===== src/rtl/itu_656_encoder_if.sv =====
// itu_656_encoder_if: pixel fetch and BT.656 byte-stream signals of the encoder.
// The master side is the encoder; the slave side is the pixel source / stream sink.
interface itu_656_if;
    logic [15:0] iYCbCr;
    logic        iEN;
    logic [7:0]  oTD_DATA;
    logic        oRequest;
    logic [9:0]  oPixel_X;
    logic [9:0]  oLine;
    logic        oField;
    logic        oVBlank;

    modport master (
        input  iYCbCr, iEN,
        output oTD_DATA, oRequest, oPixel_X, oLine, oField, oVBlank
    );

    modport slave (
        output iYCbCr, iEN,
        input  oTD_DATA, oRequest, oPixel_X, oLine, oField, oVBlank
    );
endinterface


===== src/rtl/itu_656_encoder.sv =====
// itu_656_encoder: 525-line ITU-R BT.656 byte stream generator with EAV/SAV codes,
// blanking levels, per-pixel fetch requests and clamped active video.
module itu_656_encoder #(
    parameter int H_BLANK  = 268,
    parameter int H_ACTIVE = 1440
) (
    input logic      iCLK_27,
    input logic      iRST,
    itu_656_if.master bus
);
    localparam logic [10:0] H_LAST    = 11'(8 + H_BLANK + H_ACTIVE - 1);
    localparam logic [10:0] SAV_POS   = 11'(4 + H_BLANK);
    localparam logic [10:0] ACT_POS   = 11'(8 + H_BLANK);
    localparam logic [10:0] REQ_FIRST = 11'(6 + H_BLANK);
    localparam logic [10:0] REQ_LAST  = 11'(8 + H_BLANK + H_ACTIVE - 4);

    logic [10:0] h_cnt_q, h_cnt_d;
    logic [9:0]  line_q, line_d, px_q, px_d;
    logic [7:0]  td_q, td_d, blank, act_byte;
    logic [15:0] cap_q, cap_d;
    logic        en_q, en_d, req_q, req_d, req_dly_q, req_dly_d;
    logic        f, v, v_nxt;

    function automatic logic field_of(logic [9:0] l);
        return !(l >= 10'd4 && l <= 10'd265);
    endfunction

    function automatic logic vblank_of(logic [9:0] l);
        return l <= 10'd19 || (l >= 10'd264 && l <= 10'd282);
    endfunction

    function automatic logic [7:0] xy(logic ff, logic vv, logic hh);
        return {1'b1, ff, vv, hh, vv ^ hh, ff ^ hh, ff ^ vv, ff ^ vv ^ hh};
    endfunction

    function automatic logic [7:0] clamp(logic [7:0] b);
        return b == 8'h00 ? 8'h01 : b == 8'hFF ? 8'hFE : b;
    endfunction

    always_comb begin
        f = field_of(line_q);
        v = vblank_of(line_q);
        h_cnt_d = h_cnt_q == H_LAST ? 11'd0 : h_cnt_q + 11'd1;
        line_d = h_cnt_q != H_LAST ? line_q : line_q == 10'd525 ? 10'd1 : line_q + 10'd1;
        v_nxt = vblank_of(line_d);
        // Request is decided one cycle ahead so oRequest/oPixel_X come straight from flops
        req_d = !v_nxt && !h_cnt_d[0] && h_cnt_d >= REQ_FIRST && h_cnt_d <= REQ_LAST;
        px_d = req_d ? 10'((h_cnt_d - REQ_FIRST) >> 1) : px_q;
        req_dly_d = req_q;
        cap_d = req_dly_q ? bus.iYCbCr : cap_q;
        en_d = req_dly_q ? bus.iEN : en_q;
        blank = h_cnt_q[0] ? 8'h10 : 8'h80;
        act_byte = (v || !en_q) ? blank : clamp(h_cnt_q[0] ? cap_q[15:8] : cap_q[7:0]);
        td_d = h_cnt_q < 11'd4 ? (h_cnt_q == 11'd0 ? 8'hFF : h_cnt_q == 11'd3 ? xy(f, v, 1'b1) : 8'h00)
             : h_cnt_q < SAV_POS ? blank
             : h_cnt_q < ACT_POS ? (h_cnt_q == SAV_POS ? 8'hFF : h_cnt_q == SAV_POS + 11'd3 ? xy(f, v, 1'b0) : 8'h00)
             : act_byte;
    end

    always_ff @(posedge iCLK_27 or posedge iRST) begin
        if (iRST) begin
            h_cnt_q   <= '0;
            line_q    <= 10'd1;
            td_q      <= '0;
            req_q     <= 1'b0;
            req_dly_q <= 1'b0;
            px_q      <= '0;
            cap_q     <= 16'h1080;
            en_q      <= 1'b0;
        end else begin
            h_cnt_q   <= h_cnt_d;
            line_q    <= line_d;
            td_q      <= td_d;
            req_q     <= req_d;
            req_dly_q <= req_dly_d;
            px_q      <= px_d;
            cap_q     <= cap_d;
            en_q      <= en_d;
        end
    end

    assign bus.oTD_DATA = td_q;
    assign bus.oRequest = req_q;
    assign bus.oPixel_X = px_q;
    assign bus.oLine    = line_q;
    assign bus.oField   = f;
    assign bus.oVBlank  = v;
endmodule


===== src/flat_wrapper.sv =====
// flat-port wrapper written by rule: the top's interface ports become plain ports
module itu_656_encoder_flat 
#(
    parameter int H_BLANK  = 268,
    parameter int H_ACTIVE = 1440
)
  (iCLK_27, iRST, bus_iYCbCr, bus_iEN, bus_oTD_DATA, bus_oRequest, bus_oPixel_X, bus_oLine, bus_oField, bus_oVBlank);
  itu_656_if bus_i ();
  input logic iCLK_27;
  input logic iRST;
  input wire logic [$bits(bus_i.iYCbCr)-1:0] bus_iYCbCr;
  input wire logic [$bits(bus_i.iEN)-1:0] bus_iEN;
  output wire logic [$bits(bus_i.oTD_DATA)-1:0] bus_oTD_DATA;
  output wire logic [$bits(bus_i.oRequest)-1:0] bus_oRequest;
  output wire logic [$bits(bus_i.oPixel_X)-1:0] bus_oPixel_X;
  output wire logic [$bits(bus_i.oLine)-1:0] bus_oLine;
  output wire logic [$bits(bus_i.oField)-1:0] bus_oField;
  output wire logic [$bits(bus_i.oVBlank)-1:0] bus_oVBlank;
  assign bus_i.iYCbCr = bus_iYCbCr;
  assign bus_i.iEN = bus_iEN;
  assign bus_oTD_DATA = bus_i.oTD_DATA;
  assign bus_oRequest = bus_i.oRequest;
  assign bus_oPixel_X = bus_i.oPixel_X;
  assign bus_oLine = bus_i.oLine;
  assign bus_oField = bus_i.oField;
  assign bus_oVBlank = bus_i.oVBlank;
  itu_656_encoder #(.H_BLANK(H_BLANK), .H_ACTIVE(H_ACTIVE)) u_core (.iCLK_27(iCLK_27), .iRST(iRST), .bus(bus_i));
endmodule

===== config.mk =====
export PLATFORM = sky130hd
export DESIGN_NAME = itu_656_encoder_flat
export DESIGN_NICKNAME = d
export VERILOG_FILES = /design/src/rtl/itu_656_encoder_if.sv /design/src/rtl/itu_656_encoder.sv /design/src/flat_wrapper.sv
export SDC_FILE = /design/constraint.sdc
export NUM_CORES = 1
export LEC_CHECK = 0
export CORE_MARGIN = 2
export CORE_UTILIZATION = 35
export CTS_CLUSTER_DIAMETER = 100
export DETAILED_ROUTE_END_ITERATION = 8
export GPL_TIMING_DRIVEN = 0
export PLACE_DENSITY = 0.66
export SLEW_MARGIN = 10
export SYNTH_ARGS = -nofsm -noshare
export SYNTH_HDL_FRONTEND = slang
export SYNTH_SLANG_ARGS = --single-unit

===== constraint.sdc =====
create_clock -name iCLK_27 -period 3.6 [get_ports iCLK_27]
set_input_delay 0.54 -clock iCLK_27 [delete_from_list [all_inputs] [get_ports iCLK_27]]
set_output_delay 0.54 -clock iCLK_27 [all_outputs]
set_load 0.02 [all_outputs]

; ---- Yosys cells after proc, flatten, opt, wreduce, memory -nomap -nowiden
; Cells that the tools add are included.
[word_totals]
ff_bits = 58
elab_cells = 64
[classes]
muxes = 15
reduce_logical = 15
n_eq_ne = 7
add_sub_neg = 3
magnitude_cmp = 13
bitwise_logic = 3
[op_table]
columns = operator, count
row1 = two-way mux 8 bit, 12
row2 = "less-or-equal comparator 10 x 9 -> 1 bit, second input constant", 3
row3 = "== test 11 x 9 -> 1 bit, second input constant", 2
row4 = "less-than comparator 11 x 9 -> 1 bit, second input constant", 2
row5 = "greater-or-equal comparator 10 x 9 -> 1 bit, second input constant", 2
row6 = "less-or-equal comparator 10 x 5 -> 1 bit, second input constant", 2
row7 = two-way mux 10 bit, 2
row8 = "adder 11 x 1 -> 11 bit, second input constant", 1
row9 = "== test 11 bit, second input constant", 1
row10 = "== test 11 x 2 -> 1 bit, second input constant", 1
row11 = "greater-or-equal comparator 11 x 9 -> 1 bit, second input constant", 1
row12 = "less-or-equal comparator 11 bit, second input constant", 1
row13 = zero test 11 bit, 1
row14 = "less-than comparator 11 x 3 -> 1 bit, second input constant", 1
row15 = two-way mux 11 bit, 1
row16 = "inequality test 11 bit, second input constant", 1
row17 = "subtractor 11 x 9 -> 11 bit, second input constant", 1
row18 = "adder 10 x 1 -> 10 bit, second input constant", 1
row19 = "== test 10 bit, second input constant", 1
row20 = "greater-or-equal comparator 10 x 3 -> 1 bit, second input constant", 1
row21 = "== test 8 bit, second input constant", 1
row22 = zero test 8 bit, 1
row23 = logical AND 1 bit, 6
row24 = zero test 1 bit, 4
row25 = other kinds (3), 6

; ---- Longest topological paths before layout
; Gate-level depths: netlist (run 1).
[logic_depth]
depth_word = 10
depth_mapped = 14
ltp_nobuf = 11

; ---- Worst setup path after synthesis (run 1)
; No wires, ideal clock.
[synth_path]
kind = reg-to-reg
startpoint = register u_core.h_cnt_q[0]
endpoint = register u_core.px_q[0], in the netlist u_core.bus.oPixel_X[0]
slack_ps = 191
setup_ps = 125
required_ps = 3475
stages_incl_launch_ff = 14
synth_period_minus_slack_ps = 3409
arrival_time_ps = 3284
cell_sequence = dfrtp_1 ha_1 buf_2 nand3_1 or3_4 buf_6 nand2_1 ha_1 a21oi_1 o41a_1 or4_1 o211ai_2 buf_6 mux2_4
[synth_between]
elab_chain_cells = 9
elab_cells_between_ends = 18
classes_between = 2 x add/sub / 5 x order compare / 2 x eq/ne / 2 x mux / 7 x reduce/logical
[synth_lines]
columns = item, line
row1 = from (decl), itu_656_encoder.sv:17  ; logic [10:0] h_cnt_q, h_cnt_d;
row2 = from (signal assigned), itu_656_encoder.sv:71  ; h_cnt_q <= h_cnt_d;
row3 = "parallel branches: the longest is 9 deep, another holds adder 11 x 1 -> 11 bit", -
row4 = to (signal assigned), itu_656_encoder.sv:76  ; px_q <= px_d;
row5 = to (decl), itu_656_encoder.sv:18  ; logic [9:0] line_q, line_d, px_q, px_d;
; Parallel ways; which one is timed is not known.
; A chain may end at the register's enable or synchronous reset.

; ---- Worst setup path after layout (run 1)
[layout_path]
startpoint = register u_core.h_cnt_q[8]
endpoint = register u_core.px_q[2], in the netlist u_core.bus.oPixel_X[2]
; The elaborated chain is that of the path after synthesis.

==> results of run 1 <==
==> cell usage after synthesis, types with 3 or more instances <==
cell type / n / area share [%]
nor2_1: 26 / 2.7
or4_1: 3 / 0.62
nand4_1: 8 / 1.4
mux2_4: 7 / 2.9
and3_1: 3 / 0.52
xor2_1: 7 / 1.7
dfstp_2: 3 / 2.2
a21oi_1: 19 / 2.6
xnor2_1: 13 / 3.2
ha_1: 9 / 3.1
nand3_1: 13 / 1.8
a21o_1: 4 / 0.83
nor2b_1: 6 / 1.0
o22ai_1: 7 / 1.2
clkbuf_1: 11 / 1.1
nor4_1: 6 / 1.0
o221ai_1: 3 / 0.73
nand2_1: 28 / 2.9
mux2i_1: 4 / 1.1
o21ai_0: 18 / 2.5
or3_4: 3 / 0.94
dfrtp_1: 55 / 38
o21a_1: 6 / 1.2
inv_1: 21 / 2.2
mux2_2: 25 / 7.8
buf_6: 7 / 2.2
nor3_1: 11 / 1.5
a31oi_1: 4 / 0.69
and2_1: 3 / 0.52
buf_2: 4 / 0.55
==> where the power goes <==
group	switching, uW	internal (uW)
clock	266	428
combinational	15.5	19.2
sequential	0	652
==> state kept, by name (all words and copies together), names as in the netlist <==
name,flops
u_core.bus.oLine,10
u_core.en_q,1
u_core.bus.oRequest,1
u_core.bus.oTD_DATA,8
u_core.cap_q,16
u_core.bus.oPixel_X,10
u_core.req_dly_q,1
u_core.h_cnt_q,11
==> final timing paths <==
check / endpoint / cells past startpoint
max reg2reg: u_core.bus.oPixel_X[2] / 11
min in group asynchronous: u_core.cap_q[14] / 2
max: u_core.bus.oPixel_X[2] / 11
min: u_core.req_dly_q / 0
max in group asynchronous: u_core.bus.oLine[0] / 3
min reg2reg: u_core.req_dly_q / 0
==> final cells by class <==
type	instances	area (sq um)	area share, %
plain buffers	20	135	2.94
clock buffers	12	155	3.38
flip-flops and latches	58	1460	31.8
clock inverters	4	73.8	1.61
repair buffers	55	552	12.0
multi-input cells	269	1970	42.9
inverters	21	78.8	1.72
well taps	136	170	3.71
==> per-layer routing <==
metal  wire, um  GRT usage [%]  vias to the layer above
li1           -              -                     1471
met1       3920           22.1                     1434
met2       3960           24.4                       87
met3        479           3.83                       10
met4         95           4.89                        0
met5          0              0                        -
==> stage by stage <==
stage                     hold slack, ps  instances
final                                379        575
after global routing                 386        575
after CTS                            381        578
after detailed placement             365        558
after global placement               366        557
after floorplan                      475        372
==> worst register-to-register path: cells and delay by family (launching register included) <==
| family | cells | cell delay [ps] |
|---|---|---|
| adders and majority gates | 1 | 150 |
| and+or+nand+nor | 4 | 1540 |
| AOI/OAI and AO/OA | 3 | 700 |
| DFF | 1 | 380 |
| muxes | 1 | 300 |
| buffers and inverters | 2 | 310 |
==> cell families after synthesis <==
kind of cell    after synthesis  synth area share [%]
buf+inv                      45                  6.38
mux                          36                  11.8
simple gates                123                  18.3
xor+xnor                     20                  4.85
fa+ha+maj                     9                  3.12
compound gates               81                  15.3
flops                        58                  40.3
==> repair_timing <==
action / CTS / global route
cloned: 1 / 0
setup buffers: 3 / 1
pin swaps: 0 / 2
resized for setup: 6 / 9
setup endpoints to repair: 10 / 9
endpoints found under the hold margin: 0 / 0
==> flow_summary_export.csv, run 1 <==
group,metric,value,unit
clocking,cts_buffer_depth,2,
logic_synthesis,postSynthAreaPerCell,9.71,sq um
grt,grt_max_degree,33,
logic_synthesis,synth_area,3610,sq um
clocking,holdBufCountCts,0,
grt,grt_use_total,15.9,%
placement,gp_congestion,0.890,
sta,drv_slew,0,
logic_synthesis,synth_edf_count,0,
pwr,p_leak,0.00201,uW
floorplan,rows,37,
logic_synthesis,yosys_most_used_dff,"dfrtp_1",
setup_path,ff2ff_setup_slack,110,ps
setup_path,critPathLaunch,"u_core.h_cnt_q[8]",
layout,finish.utilization,45.1,%
setup_path,end_kind,"flip-flop",
setup_path,path_max_fanout,13,
setup_path,crit_arrival,3720,ps
logic_synthesis,ys_warn_count,0,
pwr,ir_drop,181,uV
logic_synthesis,synthesis.nets,400,
setup_path,crit_buf_inv,2,
grt,grt_pass1_wl,14300,um
clocking,ctsRootBufferMaster,"clkbuf_8",
logic_synthesis,synthArstFlopShare,100,%
setup_path,crit_family,"simple AND/OR/NAND/NOR gates",
setup_path,path_class,"flip-flop to flip-flop",
sta,slew_headroom,52.1,%
clocking,clkTransAtPathRegs,80,ps
detailed_routing,drc,0,
sta,period_share,97.0,%
placement,portBuffers,49,
pwr,power,1380,uW
detailed_routing,wl,8450,um
detailed_routing,vias,3002,
clocking,tritoncts,"yes",
sta,tightest_slew,715,ps
min_path,hp-start,"u_core.bus.oRequest",
logic_synthesis,ys_seq_area_share,40.3,%
run_status,status,"complete, no violations",
run,cap_violations,0,
sta,fmax,286,MHz
detailed_routing,via_per_inst,5.22,
floorplan,io_pins,50,
layout,fillCellCount,1013,
sta,fin_crit,3490,ps
floorplan,start_util,35.5,%
detailed_routing,ant_nets,0,
floorplan,die_w,106,um
min_path,hp-class,"flip-flop to flip-flop",
layout,post-route-cell-area,4590,sq um
sta,setup_viol_count_final,0,
layout,finalNetCount,462,
clocking,cts_sinks,58,
sta,rsz0062_at_grt,"no",
logic_synthesis,synth_cell_type_count,59,
placement,pre_cts_slack,-167,ps
layout,num_antenna_cells,0,
floorplan,die_y,106,um
detailed_routing,dr.pass1.iters,4,
layout,mostFrequentLayoutCell,"dfrtp_1",
layout,mostFrequentLayoutCells,"dfrtp_1 (53), clkdlybuf4s50_1 (49), nor2_1 (26), nand2_1 (26), mux2_2 (25)",
clocking,numCtsBuffers,9,
setup_path,worst_ep_required_time,3830,ps
placement,hpwl,6060,um
sta,hold_violations,0,
grt,grt-ovfl-total,0,
grt,antenna_found_initial,0,
layout,drive_gt1_share,20.3,%
pwr,powerDensity,301,nW/um^2
floorplan,core_area,10200,sq um
placement,dpl-instance-area,4290,sq um
clocking,clkLatencyLatePin,350,ps
setup_path,slowest_delay,540,ps
layout,area_growth,27.1,%
sta,tns,0,ps
setup_path,critPathSlowestCell,"or4_4",
detailed_routing,drt_iter0_markers,234,
logic_synthesis,synthCells,372,
clocking,htreeDepth,3,
sta,fin_ws,107,ps
grt,grt_pass1_vias,2956,
detailed_routing,routedWlPerCell,14.7,um
setup_path,crit_chain,"buf_6, or3_4, or3_4, nand2_2, ha_4, a21oi_1, o41a_1, or4_4, o211ai_4, buf_6, mux2_4",
logic_synthesis,synth-seq-cells,58,
setup_path,start_kind,"flip-flop",
floorplan,die_area,11100,sq um
sta,fin_skew,16.8,ps
setup_path,worstReg2RegStart,"u_core.h_cnt_q[8]",
Power figures use the tool's default switching activity.
==> run 2, diff against run 1 <==
- CAP_MARGIN: default -> 20
- HOLD_SLACK_MARGIN: default -> 0.15
==> flow_summary_export.csv, run 2 (synthesized netlist as in run 1, its figures left out) <==
group,metric,value,unit
run_status,status,"complete, no violations",
grt,grt_use_total,15.9,%
setup_path,path_class,"flip-flop to flip-flop",
floorplan,core_area,10200,sq um
grt,antenna_found_initial,0,
sta,period_share,97.0,%
layout,top_regs,"u_core.cap_q x16, u_core.h_cnt_q x11",
layout,largest_register_ffs,16,
floorplan,die_w,106,um
detailed_routing,drt_iter0_markers,234,
detailed_routing,via_per_inst,5.22,
placement,portBuffers,49,
sta,tns,0,ps
setup_path,crit_family,"simple AND/OR/NAND/NOR gates",
clocking,tritoncts,"yes",
sta,fin_crit,3490,ps
pwr,p_leak,0.00201,uW
placement,dpl.cell_count,558,
clocking,htreeDepth,3,
sta,drv_slew,0,
setup_path,slowest_delay,540,ps
detailed_routing,wl,8450,um
clocking,clkTransAtPathRegs,80,ps
floorplan,io_pins,50,
sta,fin_skew,16.8,ps
layout,stdcell_count,575,
layout,area_growth,27.1,%
layout,mostFrequentLayoutCell,"dfrtp_1",
floorplan,start_util,35.5,%
placement,hpwl,6060,um
run,cap_violations,0,
setup_path,crit_chain,"buf_6, or3_4, or3_4, nand2_2, ha_4, a21oi_1, o41a_1, or4_4, o211ai_4, buf_6, mux2_4",
detailed_routing,routedWlPerCell,14.7,um
detailed_routing,ant_nets,0,
clocking,numCtsBuffers,9,
layout,num_antenna_cells,0,
setup_path,end_kind,"flip-flop",
sta,hold-worst-slack,379,ps
detailed_routing,dr.pass1.iters,4,
layout,drive_gt1_share,20.3,%
grt,grt-ovfl-total,0,
sta,tightest_slew,715,ps
placement,gp_congestion,0.890,
floorplan,die_y,106,um
clocking,clkLatencyLatePin,350,ps
sta,slew_headroom,52.1,%
sta,setup_viol_count_final,0,
grt,grt_max_degree,33,
floorplan,rows,37,
layout,finalNetCount,462,
setup_path,crit_buf_inv,2,
setup_path,start_kind,"flip-flop",
floorplan,die_area,11100,sq um
min_path,hp-class,"flip-flop to flip-flop",
grt,grt_pass1_wl,14300,um
clocking,ctsRootBufferMaster,"clkbuf_8",
layout,mostFrequentLayoutCells,"dfrtp_1 (53), clkdlybuf4s50_1 (49), nor2_1 (26), nand2_1 (26), mux2_2 (25)",
setup_path,critPathSlowestCell,"or4_4",
layout,largest_register,"u_core.cap_q",
pwr,powerDensity,301,nW/um^2
pwr,ir_drop,181,uV
grt,grt_pass1_vias,2956,
clocking,cts_buffer_depth,2,
detailed_routing,vias,3002,
sta,fmax,286,MHz
clocking,cts_sinks,58,
sta,hold_violations,0,
sta,rsz0062_at_grt,"no",
setup_path,crit_arrival,3720,ps
pwr,power,1380,uW
setup_path,path_max_fanout,13,
detailed_routing,drc,0,
setup_path,worst_ep_required_time,3830,ps
[run 2: path summary, 6_finish.rpt]
path	start	to	slack, ps	depth (start not counted)
max	u_core.h_cnt_q[8]	u_core.bus.oPixel_X[2]	110	11
min	u_core.bus.oRequest	u_core.req_dly_q	380	0
max reg2reg	u_core.h_cnt_q[8]	u_core.bus.oPixel_X[2]	110	11
min reg2reg	u_core.bus.oRequest	u_core.req_dly_q	380	0
max in group asynchronous	iRST	u_core.bus.oLine[0]	2370	3
min in group asynchronous	iRST	u_core.cap_q[14]	570	2
[run 2: metrics by stage]
stage | utilization, % | setup WS, ps | cell area (sq um)
finish | 45.1 | 107 | 4590
global placement | 41.9 | -179 | 4270
floorplan | - | 191 | 3610
CTS | 44.8 | 43.2 | 4560
global route | 45.1 | 20.8 | 4590
detailed placement | 42.1 | -167 | 4290
[run 2: timing repair]
action	4_1_cts	5_1_grt
resized for setup	6	9
setup buffers	3	1
setup endpoints to repair	10	9
pin swaps	0	2
gates cloned	1	0
hold endpoints to repair	0	0
hold buffers	0	0
[run 2: cell type report]
class	instances	area [sq um]
Clock buffer	12	155
Fill cell	1013	5590
Clock inverter	4	73.8
Timing Repair Buffer	55	552
Sequential cell	58	1460
Multi-Input combinational cell	269	1970
Buffer	20	135
Tap cell	136	170
Inverter	21	78.8
[run 2: layer usage]
metal	track usage, %	up-vias	routed length (um)
li1	-	1471	-
met1	22.1	1434	3920
met2	24.4	87	3960
met3	3.83	10	479
met4	4.89	0	95
met5	0	-	0
[run 2: power by group]
part           total [uW]  switching (uW)  internal [uW]
clock network         694             266            428
logic                34.7            15.5           19.2
registers             652               0            652
